**src/rtl/etm_pkg.sv**
```systemverilog
// rtl/etm_pkg.sv - shared types and constants for the sequential ETM multiplier
//
// Holds the controller state enum, the operating-mode enum and the default
// operand width used by etm_mult_seq.
package etm_pkg;

  localparam int ETM_WIDTH_DEFAULT = 16;

  typedef enum logic [1:0] {
    IDLE = 2'd0,
    CALC = 2'd1,
    DONE = 2'd2
  } state_t;

  // EXACT_LO   : both high halves zero, exact low-half product
  // SPLIT      : exact high-half product over an ETM-approximated low half
  // EXACT_FULL : full WIDTHxWIDTH product (only reachable with ETM_EXACT_EN)
  typedef enum logic [1:0] {
    EXACT_LO   = 2'd0,
    SPLIT      = 2'd1,
    EXACT_FULL = 2'd2
  } mode_t;

endpackage

```
**src/rtl/etm.sv**
```systemverilog
// rtl/etm.sv - combinational error-tolerant (non-multiplying) approximate product
//
// Ports:
//   a_i [N-1:0]   operand a, unsigned
//   b_i [N-1:0]   operand b, unsigned
//   p_o [2N-1:0]  approximate product
//
// Upper half: bit i is the OR of every operand bit at position i and above,
// i.e. ones from the most significant set bit downwards. Lower half: every
// bit copies the lowest bit of the upper half.
module etm #(
  parameter int N = 4
) (
  input  logic [N-1:0]   a_i,
  input  logic [N-1:0]   b_i,
  output logic [2*N-1:0] p_o
);

  logic [N-1:0] hi;
  logic         run;

  always_comb begin
    hi  = '0;
    run = 1'b0;
    for (int i = N - 1; i >= 0; i--) begin
      run   = run | a_i[i] | b_i[i];
      hi[i] = run;
    end
    p_o = {hi, {N{hi[0]}}};
  end

endmodule

```
**src/rtl/etm_mult_seq.sv**
```systemverilog
// rtl/etm_mult_seq.sv - sequential shift-add multiplier with ETM low-half approximation
//
// Ports:
//   clk_i            clock, rising edge
//   rst_ni           synchronous active-low reset
//   a_i, b_i         unsigned operands (WIDTH bits), sampled on accept
//   valid_i/ready_o  operand handshake; ready_o high only in IDLE
//   p_o              registered product (2*WIDTH bits)
//   valid_o/ready_i  result handshake; valid_o high only in DONE
//   exact_i          (only with ETM_EXACT_EN) request full exact product
//
// Optional feature macro: ETM_EXACT_EN adds exact_i and the EXACT_FULL mode.
module etm_mult_seq
  import etm_pkg::*;
#(
  parameter int WIDTH = ETM_WIDTH_DEFAULT
) (
  input  logic               clk_i,
  input  logic               rst_ni,
  input  logic [WIDTH-1:0]   a_i,
  input  logic [WIDTH-1:0]   b_i,
  input  logic               valid_i,
  output logic               ready_o,
  output logic [2*WIDTH-1:0] p_o,
  output logic               valid_o,
  input  logic               ready_i
`ifdef ETM_EXACT_EN
  ,
  input  logic               exact_i
`endif
);

  localparam int H  = WIDTH / 2;
  localparam int CW = $clog2(WIDTH) + 1;

  state_t             state_q, state_d;
  mode_t              mode_q, mode_in;
  logic [CW-1:0]      cnt_q;
  logic [2*WIDTH-1:0] acc_q, acc_next;
  logic [2*WIDTH-1:0] mcand_q;
  logic [WIDTH-1:0]   mplier_q;
  logic [H-1:0]       a_lo_q, b_lo_q;
  logic [2*WIDTH-1:0] etm_p;
  logic [CW-1:0]      last_cnt;
  logic               last_step;
  logic               accept;
  logic               full_sel;

`ifdef ETM_EXACT_EN
  assign full_sel = exact_i;
`else
  assign full_sel = 1'b0;
`endif

  assign accept = valid_i && (state_q == IDLE);

  always_comb begin
    if (full_sel) begin
      mode_in = EXACT_FULL;
    end else if ((a_i[WIDTH-1:H] == '0) && (b_i[WIDTH-1:H] == '0)) begin
      mode_in = EXACT_LO;
    end else begin
      mode_in = SPLIT;
    end
  end

  // Approximate low part, fed only by the registered low halves.
  etm #(.N(H)) u_etm (
    .a_i (a_lo_q),
    .b_i (b_lo_q),
    .p_o (etm_p[WIDTH-1:0])
  );
  assign etm_p[2*WIDTH-1:WIDTH] = '0;

  assign last_cnt  = (mode_q == EXACT_FULL) ? CW'(WIDTH - 1) : CW'(H - 1);
  assign last_step = (cnt_q == last_cnt);
  assign acc_next  = acc_q + (mplier_q[0] ? mcand_q : '0);

  always_comb begin
    state_d = state_q;
    ready_o = 1'b0;
    valid_o = 1'b0;
    case (state_q)
      IDLE: begin
        ready_o = 1'b1;
        if (valid_i) state_d = CALC;
      end
      CALC: begin
        if (last_step) state_d = DONE;
      end
      DONE: begin
        valid_o = 1'b1;
        if (ready_i) state_d = IDLE;
      end
      default: state_d = IDLE;
    endcase
  end

  always_ff @(posedge clk_i) begin
    if (!rst_ni) begin
      state_q <= IDLE;
    end else begin
      state_q <= state_d;
    end
  end

  always_ff @(posedge clk_i) begin
    if (!rst_ni) begin
      mode_q   <= EXACT_LO;
      cnt_q    <= '0;
      acc_q    <= '0;
      mcand_q  <= '0;
      mplier_q <= '0;
      a_lo_q   <= '0;
      b_lo_q   <= '0;
      p_o      <= '0;
    end else if (accept) begin
      mode_q <= mode_in;
      cnt_q  <= '0;
      acc_q  <= '0;
      a_lo_q <= a_i[H-1:0];
      b_lo_q <= b_i[H-1:0];
      // The shift-add operands depend on mode: SPLIT multiplies the high
      // halves, the exact modes multiply the low halves or full operands.
      case (mode_in)
        SPLIT: begin
          mcand_q  <= {{(2*WIDTH-H){1'b0}}, a_i[WIDTH-1:H]};
          mplier_q <= {{(WIDTH-H){1'b0}}, b_i[WIDTH-1:H]};
        end
        EXACT_FULL: begin
          mcand_q  <= {{WIDTH{1'b0}}, a_i};
          mplier_q <= b_i;
        end
        default: begin
          mcand_q  <= {{(2*WIDTH-H){1'b0}}, a_i[H-1:0]};
          mplier_q <= {{(WIDTH-H){1'b0}}, b_i[H-1:0]};
        end
      endcase
    end else if (state_q == CALC) begin
      acc_q    <= acc_next;
      mcand_q  <= mcand_q << 1;
      mplier_q <= mplier_q >> 1;
      cnt_q    <= cnt_q + CW'(1);
      if (last_step) begin
        if (mode_q == SPLIT) begin
          p_o <= {acc_next[WIDTH-1:0], etm_p[WIDTH-1:0]};
        end else begin
          p_o <= acc_next;
        end
      end
    end
  end

endmodule

```
**config.mk**
```make
export PLATFORM = sky130hd
export DESIGN_NAME = etm_mult_seq
export DESIGN_NICKNAME = d
export VERILOG_FILES = /design/src/rtl/etm_pkg.sv /design/src/rtl/etm.sv /design/src/rtl/etm_mult_seq.sv
export SDC_FILE = /design/constraint.sdc
export NUM_CORES = 1
export LEC_CHECK = 0
export ABC_AREA = 0
export BUFFER_PORTS_ARGS = -buffer_cell sky130_fd_sc_hd__buf_2
export CAP_MARGIN = 25
export CELL_PAD_IN_SITES_DETAIL_PLACEMENT = 0
export CELL_PAD_IN_SITES_GLOBAL_PLACEMENT = 1
export CORE_UTILIZATION = 44
export CTS_CLUSTER_DIAMETER = 150
export CTS_CLUSTER_SIZE = 14
export DETAILED_ROUTE_END_ITERATION = 10
export GPL_ROUTABILITY_DRIVEN = 0
export GPL_TIMING_DRIVEN = 0
export PLACE_DENSITY = 0.78
export SLEW_MARGIN = 20
export SYNTH_ARGS = -nofsm -noshare
export SYNTH_HDL_FRONTEND = slang
export SYNTH_HIERARCHICAL = 1
export SYNTH_SLANG_ARGS = --single-unit
```
**constraint.sdc**
```tcl
create_clock -name clk_i -period 3.1 [get_ports clk_i]
set_input_delay 0.62 -clock clk_i [delete_from_list [all_inputs] [get_ports clk_i]]
set_output_delay 0.62 -clock clk_i [all_outputs]
set_load 0.03 [all_outputs]
```
==> flow_summary.toml <==
[worst_setup_path]
reg2reg_slack_ns = 0.05
reg2regPathDepth = 12
crit_fanout = 6
cp-start-kind = "register"
cp-end-kind = "register"
required_ns = 3.42
timing.rr.start = "mplier_q[0]$_SDFFE_PN0P_"
r2r_end = "p_o[22]$_SDFFE_PN0P_"
arrival_ns = 3.37
criticalPathCategory = "register to register"

[routing]
wl_per_cell_um = 19.8
vias = 7118
drtIter0Drc = 757
drt-pass1-iter-count = 5
viasPerCell = 5.79
final_antenna_net_count = 0
drt-total-wl_um = 24400
drc = 0

[run_status]
outcome = "completed"

[die]
ios = 70
core_sq_um = 15900
die_w_um = 130
rows = 46
die_h_um = 130
fp.dieArea_sq_um = 16800
initial_core_util_pct = 45.1

[sta]
period_needed_ns = 3.05
max_freq_ghz = 0.327
worst_pin_slew_ns = 0.851
relSlewSlack_pct = 43.3
period_share_pct = 98.5
setup_viol = 0
tns_ns = 0
drv_slew = 0
clock-skew-final_ns = 0.0127
hold_viol = 0
worst_hold_slack_ns = 0.450

[global_routing]
grt_pass1_vias = 6647
gr-total-overflow = 0
grt_max_degree = 17
track_usage_pct = 30.1
grt_pass1_wl_um = 37500
antenna_found_initial = 0

[clocking]
clockBufferDepth = 2
cts_htree_levels = 4
clock_latency_ns = 0.43
cts_tree = "yes"
clock-sinks = 128
clk_pin_slew_ns = 0.06
clockRootBuffer = "clkbuf_16"
numCtsBuffers = 17

[synth]
synth_largest_area_cell = "dfxtp_1"
ys_ff_latch = 128
seq_area_frac_synth_pct = 35.8
synth_enable_flop_cells = 0
synth_fp_nets = 973
syn_inst = 904
synthDistinctLibCells = 62
synthTopCellsByArea = "dfxtp_1, a21oi_1, nand2_1"
ys.flop_type = "dfxtp_1"
syn_avg_cell_area_sq_um = 7.92
synthArstFlopShare_pct = 0
synth_top_area_share_pct = 35.8
yosysWarnings = 6
syn_area_sq_um = 7160

[finish]
drive_above_1_share_pct = 16.7
fin_nets = 1069
fillCellCount = 1598
multi_input_area_sq_um = 4400
fin_util_pct = 54.3
area_delta_synth_final_pct = 20.4
diodes = 0
ff_latch_area_sq_um = 2570

[job]
maxCapViolCount = 0

[hold_path]
hold_end = "b_lo_q[0]$_SDFFE_PN0P_"
hold_path_depth = 3
hold_path_class = "input pin to register"
hold_start = "b_i[0]"

[power]
p_leak_nw = 3.37
vdd_drop_max_v = 0.000393
p_per_area_nw_per_um2 = 476

[place]
io_buffer_count = 68
dp.final_hpwl_um = 17900
[stage by stage]
| stage | instance area (sq um) | std cells | total power, W | setup slack [ns] |
|---|---|---|---|---|
| after global placement | 7770 | 1188 | 0.00214 | -0.582 |
| after floorplan | 7160 | 904 | 0.00199 | 0.278 |
| after global routing | 8630 | 1229 | 0.00423 | -0.0290 |
| after CTS | 8460 | 1223 | 0.00411 | 0.000564 |
| final | 8630 | 1229 | 0.00411 | 0.0458 |
| after detailed placement | 7770 | 1188 | 0.00214 | -0.547 |
[worst max-delay path: stages (launching register included)]
cell and delay [ns]:
dfxtp_4 0.38, buf_8 0.13, and2_4 0.14, ha_4 0.17
fa_2 0.38, a21o_1 0.22, a221oi_4 0.36, o2bb2ai_4 0.15
nor4_4 0.33, nor2_1 0.10, xnor2_1 0.32, o21ai_0 0.13
o211a_1 0.14
[layout by cell type, fill, tap and decap left out, types with 34 or more instances in the layout]
master	count
nand2_1	137
dfxtp_1	127
a21oi_1	114
buf_2	79
nor2_1	47
nand3_1	44
a211oi_1	40
o21ai_0	38
and2_1	34
clkbuf_1	34
[cell families (layout without fill, tap and decap cells)]
| logic type | after synthesis | in the layout | synth area share (%) |
|---|---|---|---|
| fa+ha+maj | 33 | 33 | 5.87 |
| flops | 128 | 128 | 35.8 |
| mux | 30 | 30 | 4.21 |
| buf+inv | 88 | 197 | 5.36 |
| compound gates | 268 | 268 | 23.2 |
| xor+xnor | 32 | 32 | 3.91 |
| simple gates | 325 | 325 | 21.7 |
[per-layer routing]
layer | vias up | global-route usage [%] | wire length (um)
li1 | 3426 | - | -
met5 | - | 0 | 0
met1 | 3389 | 42.5 | 11400
met4 | 0 | 8.69 | 470
met2 | 260 | 47.3 | 11000
met3 | 43 | 4.79 | 1520
[sequential cells by signal, summed over array words and instances, names as in the netlist]
name and flops:
acc_q 32, mcand_q 32, p_o 32, a_lo_q 8
b_lo_q 8, mplier_q 8, cnt_q 5, state_q 2
mode_q 1
[cell type report]
class / instances / area share (%)
clock inverters: 10 / 1.29
repair buffers: 77 / 4.77
multi-input cells: 688 / 51.1
plain buffers: 73 / 3.96
flip-flops and latches: 128 / 29.8
clock buffers: 22 / 5.38
inverters: 15 / 0.653
well taps: 216 / 3.13
[synth_stat cells (all sizes together) (2+ instances only)]
master    n
and4      3
o21bai    6
xor2     11
a221o     2
a32oi     6
nand2   138
nor4     10
a21boi    2
nor2     47
xnor2    21
nor3     11
nand2b    3
nand4    12
a211oi   41
nand3    45
clkbuf   36
nor2b     6
inv      15
ha       32
nand3b    2
and2     35
o31ai     4
buf      37
a21oi   120
a31oi     3
or3       2
dfxtp   128
o211ai   13
a31o      2
o211a     3
o21ai    44
a21o     10
and3      7
mux2i    29
o22ai     2
[worst max path at each step]
stage / from / end / slack, ns / cells past startpoint
finish: mplier_q[0]$_SDFFE_PN0P_ / p_o[22]$_SDFFE_PN0P_ / 0.05 / 12
global route: mplier_q[0]$_SDFFE_PN0P_ / p_o[22]$_SDFFE_PN0P_ / -0.03 / 12
CTS: mplier_q[0]$_SDFFE_PN0P_ / p_o[20]$_SDFFE_PN0P_ / 0.0006 / 13
detailed placement: mplier_q[0]$_SDFFE_PN0P_ / p_o[22]$_SDFFE_PN0P_ / -0.55 / 12
global placement: mplier_q[0]$_SDFFE_PN0P_ / p_o[22]$_SDFFE_PN0P_ / -0.58 / 12
floorplan: mplier_q[0]$_SDFFE_PN0P_ / acc_q[28]$_SDFFE_PP0P_ / 0.28 / 12
[what timing repair did]
item                                    4_1_cts  5_1_grt
hold endpoints to repair                      0        0
gates resized for setup                      17       25
pin swaps                                     5       12
cloned                                        0        0
buffers inserted                              3        6
endpoints found under the setup margin       38       29
hold buffers                                  0        0
[power by group]
group          total (W)  internal [W]  switching [W]
clock network    0.00199       0.00122       0.000766
logic           0.000405      0.000135       0.000270
registers        0.00171       0.00168      0.0000300
No activity file was read; power rests on OpenSTA's default activity.
